**src/rtl/fibo_row_gen.sv**
```systemverilog
// fibo_row_gen
//   Builds a table of the Fibonacci numbers (modulo 2^16) after reset. Once
//   the table is built it serves one display request at a time. Each request
//   produces a 16-character ASCII line "Fibo #DD is HHHH".
//
// Ports
//   clk        system clock, rising edge
//   reset_n    synchronous active-low reset
//   init_done  table fully built (sticky until reset)
//   req_valid  request strobe
//   req_idx    0-based table index requested
//   req_ready  block accepts a request this cycle (IDLE only)
//   row_valid  row_text holds a complete line (DONE only)
//   row_ready  consumer takes row_text this cycle
//   row_text   16 ASCII characters, [127:120] is the leftmost character
module fibo_row_gen #(
    parameter int N_ENTRIES = 25
) (
    input  logic         clk,
    input  logic         reset_n,
    output logic         init_done,
    input  logic         req_valid,
    input  logic [4:0]   req_idx,
    output logic         req_ready,
    output logic         row_valid,
    input  logic         row_ready,
    output logic [127:0] row_text
);

    localparam logic [1:0] S_INIT   = 2'd0;
    localparam logic [1:0] S_IDLE   = 2'd1;
    localparam logic [1:0] S_FORMAT = 2'd2;
    localparam logic [1:0] S_DONE   = 2'd3;

    localparam logic [5:0]   N_K    = 6'(N_ENTRIES);
    localparam logic [47:0]  PREFIX = "Fibo #";
    localparam logic [31:0]  MIDDLE = " is ";
    localparam logic [127:0] BLANK  = {16{8'h20}};

    logic [1:0]  state;
    logic [15:0] tbl [N_ENTRIES];

    // Running pair entry(k-2), entry(k-1) so INIT never reads the table.
    logic [5:0]  init_k;
    logic [15:0] fib_a;
    logic [15:0] fib_b;
    logic [15:0] fib_sum;

    logic [4:0]  idx_q;
    logic        oor_q;
    logic [15:0] val_q;
    logic [31:0] hex_q;
    logic [2:0]  nib_cnt;

    logic        in_range;
    logic [3:0]  nib;
    logic [7:0]  nib_ascii;
    logic [5:0]  num;
    logic [7:0]  dec_tens;
    logic [7:0]  dec_ones;
    logic [127:0] line;

    assign fib_sum  = fib_a + fib_b;
    assign in_range = ({1'b0, req_idx} < N_K);

    // val_q is shifted left once per FORMAT cycle, so the top nibble is
    // always the next one to convert.
    assign nib       = val_q[15:12];
    assign nib_ascii = (nib < 4'd10) ? (8'h30 + {4'h0, nib}) : (8'h37 + {4'h0, nib});

    // Displayed number is idx+1, which lies in 1..32.
    always_comb begin
        num      = {1'b0, idx_q} + 6'd1;
        dec_tens = 8'h30;
        dec_ones = 8'h30 + {2'b00, num};
        if (num >= 6'd30) begin
            dec_tens = 8'h33;
            dec_ones = 8'h30 + {2'b00, num - 6'd30};
        end else if (num >= 6'd20) begin
            dec_tens = 8'h32;
            dec_ones = 8'h30 + {2'b00, num - 6'd20};
        end else if (num >= 6'd10) begin
            dec_tens = 8'h31;
            dec_ones = 8'h30 + {2'b00, num - 6'd10};
        end
    end

    always_comb begin
        if (oor_q) begin
            line = {PREFIX, 16'h3F3F, MIDDLE, 32'h2D2D2D2D};
        end else begin
            line = {PREFIX, dec_tens, dec_ones, MIDDLE, hex_q};
        end
    end

    assign req_ready = (state == S_IDLE);
    assign row_valid = (state == S_DONE);

    // Table storage; no reset needed because INIT rewrites every slot.
    always_ff @(posedge clk) begin
        if (reset_n && state == S_INIT) begin
            if (init_k == 6'd0) begin
                tbl[0] <= 16'd0;
                tbl[1] <= 16'd1;
            end else if (init_k < N_K) begin
                tbl[init_k[4:0]] <= fib_sum;
            end
        end
    end

    always_ff @(posedge clk) begin
        if (!reset_n) begin
            state     <= S_INIT;
            init_done <= 1'b0;
            row_text  <= BLANK;
            init_k    <= 6'd0;
            fib_a     <= 16'd0;
            fib_b     <= 16'd0;
            idx_q     <= 5'd0;
            oor_q     <= 1'b0;
            val_q     <= 16'd0;
            hex_q     <= 32'd0;
            nib_cnt   <= 3'd0;
        end else begin
            case (state)
                S_INIT: begin
                    if (init_k == 6'd0) begin
                        fib_a  <= 16'd0;
                        fib_b  <= 16'd1;
                        init_k <= 6'd2;
                    end else if (init_k < N_K) begin
                        fib_a  <= fib_b;
                        fib_b  <= fib_sum;
                        init_k <= init_k + 6'd1;
                    end else begin
                        // Last entry was written on the previous edge.
                        init_done <= 1'b1;
                        state     <= S_IDLE;
                    end
                end
                S_IDLE: begin
                    if (req_valid) begin
                        idx_q   <= req_idx;
                        oor_q   <= !in_range;
                        val_q   <= in_range ? tbl[req_idx] : 16'd0;
                        nib_cnt <= 3'd0;
                        state   <= S_FORMAT;
                    end
                end
                S_FORMAT: begin
                    // Four conversion cycles, then one to publish the line.
                    if (nib_cnt != 3'd4) begin
                        hex_q   <= {hex_q[23:0], nib_ascii};
                        val_q   <= {val_q[11:0], 4'h0};
                        nib_cnt <= nib_cnt + 3'd1;
                    end else begin
                        row_text <= line;
                        state    <= S_DONE;
                    end
                end
                default: begin
                    if (row_ready) begin
                        state <= S_IDLE;
                    end
                end
            endcase
        end
    end

endmodule
```
**config.mk**
```make
export PLATFORM = sky130hd
export DESIGN_NAME = fibo_row_gen
export DESIGN_NICKNAME = d
export VERILOG_FILES = /design/src/rtl/fibo_row_gen.sv
export SDC_FILE = /design/constraint.sdc
export NUM_CORES = 1
export LEC_CHECK = 0
export CAP_MARGIN = 20
export CORE_MARGIN = 4
export CORE_UTILIZATION = 53
export CTS_CLUSTER_DIAMETER = 80
export DETAILED_ROUTE_END_ITERATION = 12
export PLACE_DENSITY = 0.75
export REMOVE_ABC_BUFFERS = 1
export SETUP_SLACK_MARGIN = 0.1
export SLEW_MARGIN = 20
export SYNTH_ARGS = -nofsm -noshare
export SYNTH_HDL_FRONTEND = slang
export SYNTH_SLANG_ARGS = --single-unit
export TNS_END_PERCENT = 5
```
**constraint.sdc**
```tcl
create_clock -name clk -period 2.8 [get_ports clk]
set_input_delay 0.56 -clock clk [delete_from_list [all_inputs] [get_ports clk]]
set_output_delay 0.56 -clock clk [all_outputs]
set_load 0.01 [all_outputs]
```
==> results by stage <==
Run status:
- The flow ran to the end, and the final reports show no timing, DRC or antenna violations.

GRT:
- The routing usage on met1 is 28.9%.
- The global routing stage identified its most utilized layer as met2.
- The largest net degree at the start of global routing is 68.
- The number of global-route vias before repair is ~13000.
- The global-route usage over all layers is between 20% and 30%.
- The met3 demand-to-capacity share in global routing is under 10%.
- Summed over all layers, the global routing overflow is 0.
- The first global-routing pass estimated a little under 80 mm of wire.
- The number of antenna violations at the first check in global routing is 1.
- Global routing used between 30% and 40% of the available met2 tracks.

Cells and area:
- The layout has approximately 3000 filler cells.
- The fraction of final layout cells sized beyond drive strength 1 is a little over a fifth.
- The layout overhead on the synthesized area is 17.5%.
- The net total in the final layout is between 1500 and 2000.
- The finished layout holds ~2300 standard cells, fillers aside.

Pwr:
- The fraction of power consumed by combinational cells is under 10%.
- The fraction of power consumed by the clock network is about two fifths.
- The total leakage power is 9.11 nW.
- For this design the ratio of total power to cell area is 627 nW/um2.
- Total power for the finished layout comes to roughly 17 mW.
- In this run switching power makes up a little over a fifth of total power.
- The peak ir drop on the vdd network is 0.575 mV.
- Cell internal power was estimated by the tool at about 13 mW.
- The net switching power figure is about 3.6 mW.
- The fraction of power consumed by sequential logic is a little over half.

Synthesis:
- The dominant combinational cell family by area after synthesis is multiplexers.
- During synthesis, Yosys emitted a total of 0 warnings.
- After Yosys synthesis, full adders, half adders and majority gates account for 1.98% of the synthesized area.
- Counting instances in the post-synthesis netlist gives the leading cell types as sky130_fd_sc_hd__edfxtp_1 (403), sky130_fd_sc_hd__dfxtp_1 (134), sky130_fd_sc_hd__nand2_1 (128).
- The register bit count reported by yosys is 537.
- Sorting the synthesized cells by area gives the leading types as sky130_fd_sc_hd__edfxtp_1 (54%), sky130_fd_sc_hd__dfxtp_1 (12%), sky130_fd_sc_hd__mux4_2 (11%), sky130_fd_sc_hd__buf_4 (3.2%), sky130_fd_sc_hd__nand2_1 (2.1%).
- The complex-gate fraction of the synthesized area is under 10%.
- The proportion of synthesized flip-flops having asynchronous set or reset is 0%.
- After synthesis, the share of cell area in mux cells is 11.9%.
- Sequential cells were found to cover about two thirds of the synthesized design area.
- The most frequently used flop master after synthesis is sky130_fd_sc_hd__edfxtp_1.
- After Yosys synthesis, and, or, nand and nor cells account for 8.26% of the synthesized area.
- The cell area after synthesis is around 22000 um2.
- By instance count, the leading cell after synthesis is sky130_fd_sc_hd__edfxtp_1.
- Summing the areas of all xor and xnor instances in the mapped netlist gives under 10% of the synthesized area.
- In this run the mean area of a mapped cell was approximately 15 um2.
- The fraction of post-synthesis cell area in the top cell type by area is roughly 54%.
- The number of synthesized flops with an enable pin is 403.
- After synthesis, the netlist uses 69 different library cells.
- The cell count after synthesis is 1533.
- The cell taking the most area after synthesis is sky130_fd_sc_hd__edfxtp_1.

Timing:
- Setup violations remaining at the end of the flow were counted as 0.
- At the pin with the least slew margin, the transition time is roughly 0.88 ns.
- The hold violation count in the final report is 0.
- Setup repair after global routing could not meet its margin everywhere.
- After layout, the worst path uses between 90 and 100% of the clock period.
- The number of pins exceeding their max-slew limit in the final report is 0.
- Setup total negative slack on the finished layout was measured at 0 ns.
- For the finished layout, the period the worst path requires is roughly 2.6 ns.
- On the final layout, the worst clock skew is about 0.01 ns.
- The highest clock frequency the design can meet is between 0.3 and 0.4 GHz.
- Measured against its own limit, the worst slew margin works out to between 40 and 50%.

Die:
- The die covers roughly 46000 um2.
- In this run the horizontal extent of the chip is 214 um.
- The floorplan step set the die height to roughly 210 um.
- In this run the core area contains 75 standard-cell rows.
- The initial core utilization is between 50% and 60%.
- The area inside the core boundary is between 40000 and 50000 um2.
- The number of I/O pins is 140.

Routing:
- In the routed layout, each cell is associated on average with a via count of just under 6.
- The via count of the routed design is approximately 13000.
- The first routing iteration left ~1200 violations.
- The pre-antenna-repair detailed-routing pass consisted of 5 iterations.
- The routed length per instance is approximately 23 um.
- The number of nets with antenna violations after routing is 0.
- The sum of routed wire length over all layers is around 52 mm.
- The count of unresolved DRC violations after routing is 0.

Clocking:
- The latest clock arrival within the worst-skew pair is slightly below 0.6 ns.
- The number of levels in the clock H-tree is 2.
- The cell at the root of the clock tree is sky130_fd_sc_hd__clkbuf_16.
- The number of buffers created by CTS is between 50 and 60.
- TritonCTS built the clock tree.
- Clock-pin slew was measured on the worst setup and hold paths at ~0.06 ns.
- The maximum count of clock buffers along a single path is 3.
- The number of hold buffers added after CTS is 0.
- For this design, the sink count on the clock tree is around 540.

Placed design:
- Port buffering added 74 buffers.
- Routability-driven placement finished with a final weighted congestion of slightly below 0.9.
- Once detailed placement completed, the half-perimeter wirelength came to 32.8 mm.
- After detailed placement, the design holds a cell count of between 2000 and 2500.

Critical path:
- In this design, the largest share of critical-path delay is due to XOR/XNOR gates.
- The arrival time at the worst endpoint is ~3 ns.
- The critical path is of the register to register type.
- Across all register-to-register paths, the minimum setup slack is between 0.15 and 0.2 ns.
- Together, buffers and inverters on the worst path number 1.
- For this run, the slowest stage of the critical path takes about 0.7 ns.
- The data required time of the critical path is 3.22 ns.
- The worst setup path is captured at a register.
- The critical-path cell with the highest stage delay is sky130_fd_sc_hd__xor2_2.
- The critical-path maximum fanout is 14.
- The element type at the critical path start is a register.
- Traced cell by cell, the critical path runs through ha_2 -> fa_2 -> a21o_1 -> a221oi_2 -> o21ai_2 -> xor2_2 -> buf_4.

Flow run:
- Across the run, the number of max-cap violations was 0.

Min path:
- The type of the tightest min-delay check is register to register.
==> timing repair <==
action | 4_1_cts | 5_1_grt
pin swaps | 0 | 7
resized for setup | 5 | 31
setup buffers | 0 | 3
setup endpoints to repair | 95 | 241
gates cloned | 0 | 0
==> through the flow <==
stage	area [um2]	utilization (%)	hold slack (ns)	worst slack (ns)
6_report	26400	63.0	0.443	0.157
5_1_grt	26400	63.0	0.476	-0.00208
4_1_cts	26300	62.7	0.443	0.0711
3_5_place_dp	24600	58.6	0.433	-0.0861
3_3_place_gp	24600	58.6	0.437	-0.0914
2_1_floorplan	21700	-	0.436	-0.853
==> power groups by stage <==
stage,combinational (mW),sequential [mW],clock (mW)
3_5_place_dp,1.05,8.89,0
3_3_place_gp,1.03,8.88,0
6_report,1.06,8.72,6.79
2_1_floorplan,0.528,8.88,0
5_1_grt,1.13,8.73,7.25
4_1_cts,1.05,8.72,6.91
==> placed cells by master (no fill, tap or decap), types with 11 or more instances in the layout <==
cell / instances
sky130_fd_sc_hd__dfxtp_1: 127
sky130_fd_sc_hd__a22o_1: 11
sky130_fd_sc_hd__nand3_1: 20
sky130_fd_sc_hd__o21ai_0: 15
sky130_fd_sc_hd__a22oi_1: 17
sky130_fd_sc_hd__clkinv_2: 13
sky130_fd_sc_hd__buf_4: 83
sky130_fd_sc_hd__edfxtp_1: 403
sky130_fd_sc_hd__inv_1: 18
sky130_fd_sc_hd__nand3b_1: 17
sky130_fd_sc_hd__nor2_1: 126
sky130_fd_sc_hd__mux2i_1: 24
sky130_fd_sc_hd__clkdlybuf4s50_1: 71
sky130_fd_sc_hd__nand2_1: 126
sky130_fd_sc_hd__conb_1: 81
sky130_fd_sc_hd__ha_1: 29
sky130_fd_sc_hd__clkbuf_16: 53
sky130_fd_sc_hd__a21oi_1: 80
sky130_fd_sc_hd__mux4_2: 108
sky130_fd_sc_hd__o221ai_1: 15
sky130_fd_sc_hd__and2_1: 18
sky130_fd_sc_hd__buf_12: 38
sky130_fd_sc_hd__nor3_1: 46
==> flip-flops by register name, indices dropped and copies added, names as in the netlist, 2 cells and up <==
register  count
fib_a        16
fib_b        16
hex_q        28
idx_q         5
init_k        6
nib_cnt       3
row_text     40
state         2
tbl         403
val_q        16
==> metal layers <==
| layer | share of wire, % | vias up | wire [um] |
|---|---|---|---|
| li1 | - | 5950 | - |
| met1 | 39 | 6746 | 20300 |
| met2 | 51 | 460 | 26600 |
| met3 | 6.1 | 85 | 3160 |
| met4 | 3.1 | 0 | 1620 |
| met5 | 0 | - | 0 |
==> worst paths after layout <==
kind,startpoint,to,cells after the start
setup reg to reg,fib_a[0],tbl[3][8],7
setup / recovery,fib_a[0],tbl[3][8],7
hold / removal,row_text[125],row_text[125],2
hold reg to reg,row_text[125],row_text[125],2
==> cell type report <==
cell class	count	area, um2	area share (%)
repair buffers	194	2110	7.98
well taps	539	674	2.55
clock inverters	34	260	0.984
multi-input cells	886	7120	26.9
flip-flops and latches	537	14800	55.9
clock buffers	63	1400	5.31
diodes	1	2.50	0.00946
inverters	20	76.3	0.289
==> worst min-delay path, cell delays in order, from the launching register on <==
cell and delay [ns]:
sky130_fd_sc_hd__dfxtp_1 0.30, sky130_fd_sc_hd__nand2_1 0.05, sky130_fd_sc_hd__nand2_1 0.04
==> cells by family (layout without fill, tap and decap cells) <==
| logic type | count (synthesis) | in the layout |
|---|---|---|
| buffers and inverters | 189 | 311 |
| multiplexers | 132 | 132 |
| AO/OA/AOI/OAI | 207 | 207 |
| other | 2 | 82 |
| XOR/XNOR | 28 | 28 |
| AND/OR/NAND/NOR | 403 | 403 |
| flip-flops | 537 | 537 |
| adder cells (fa/ha/maj) | 35 | 35 |
No activity file was read; power rests on OpenSTA's default activity.
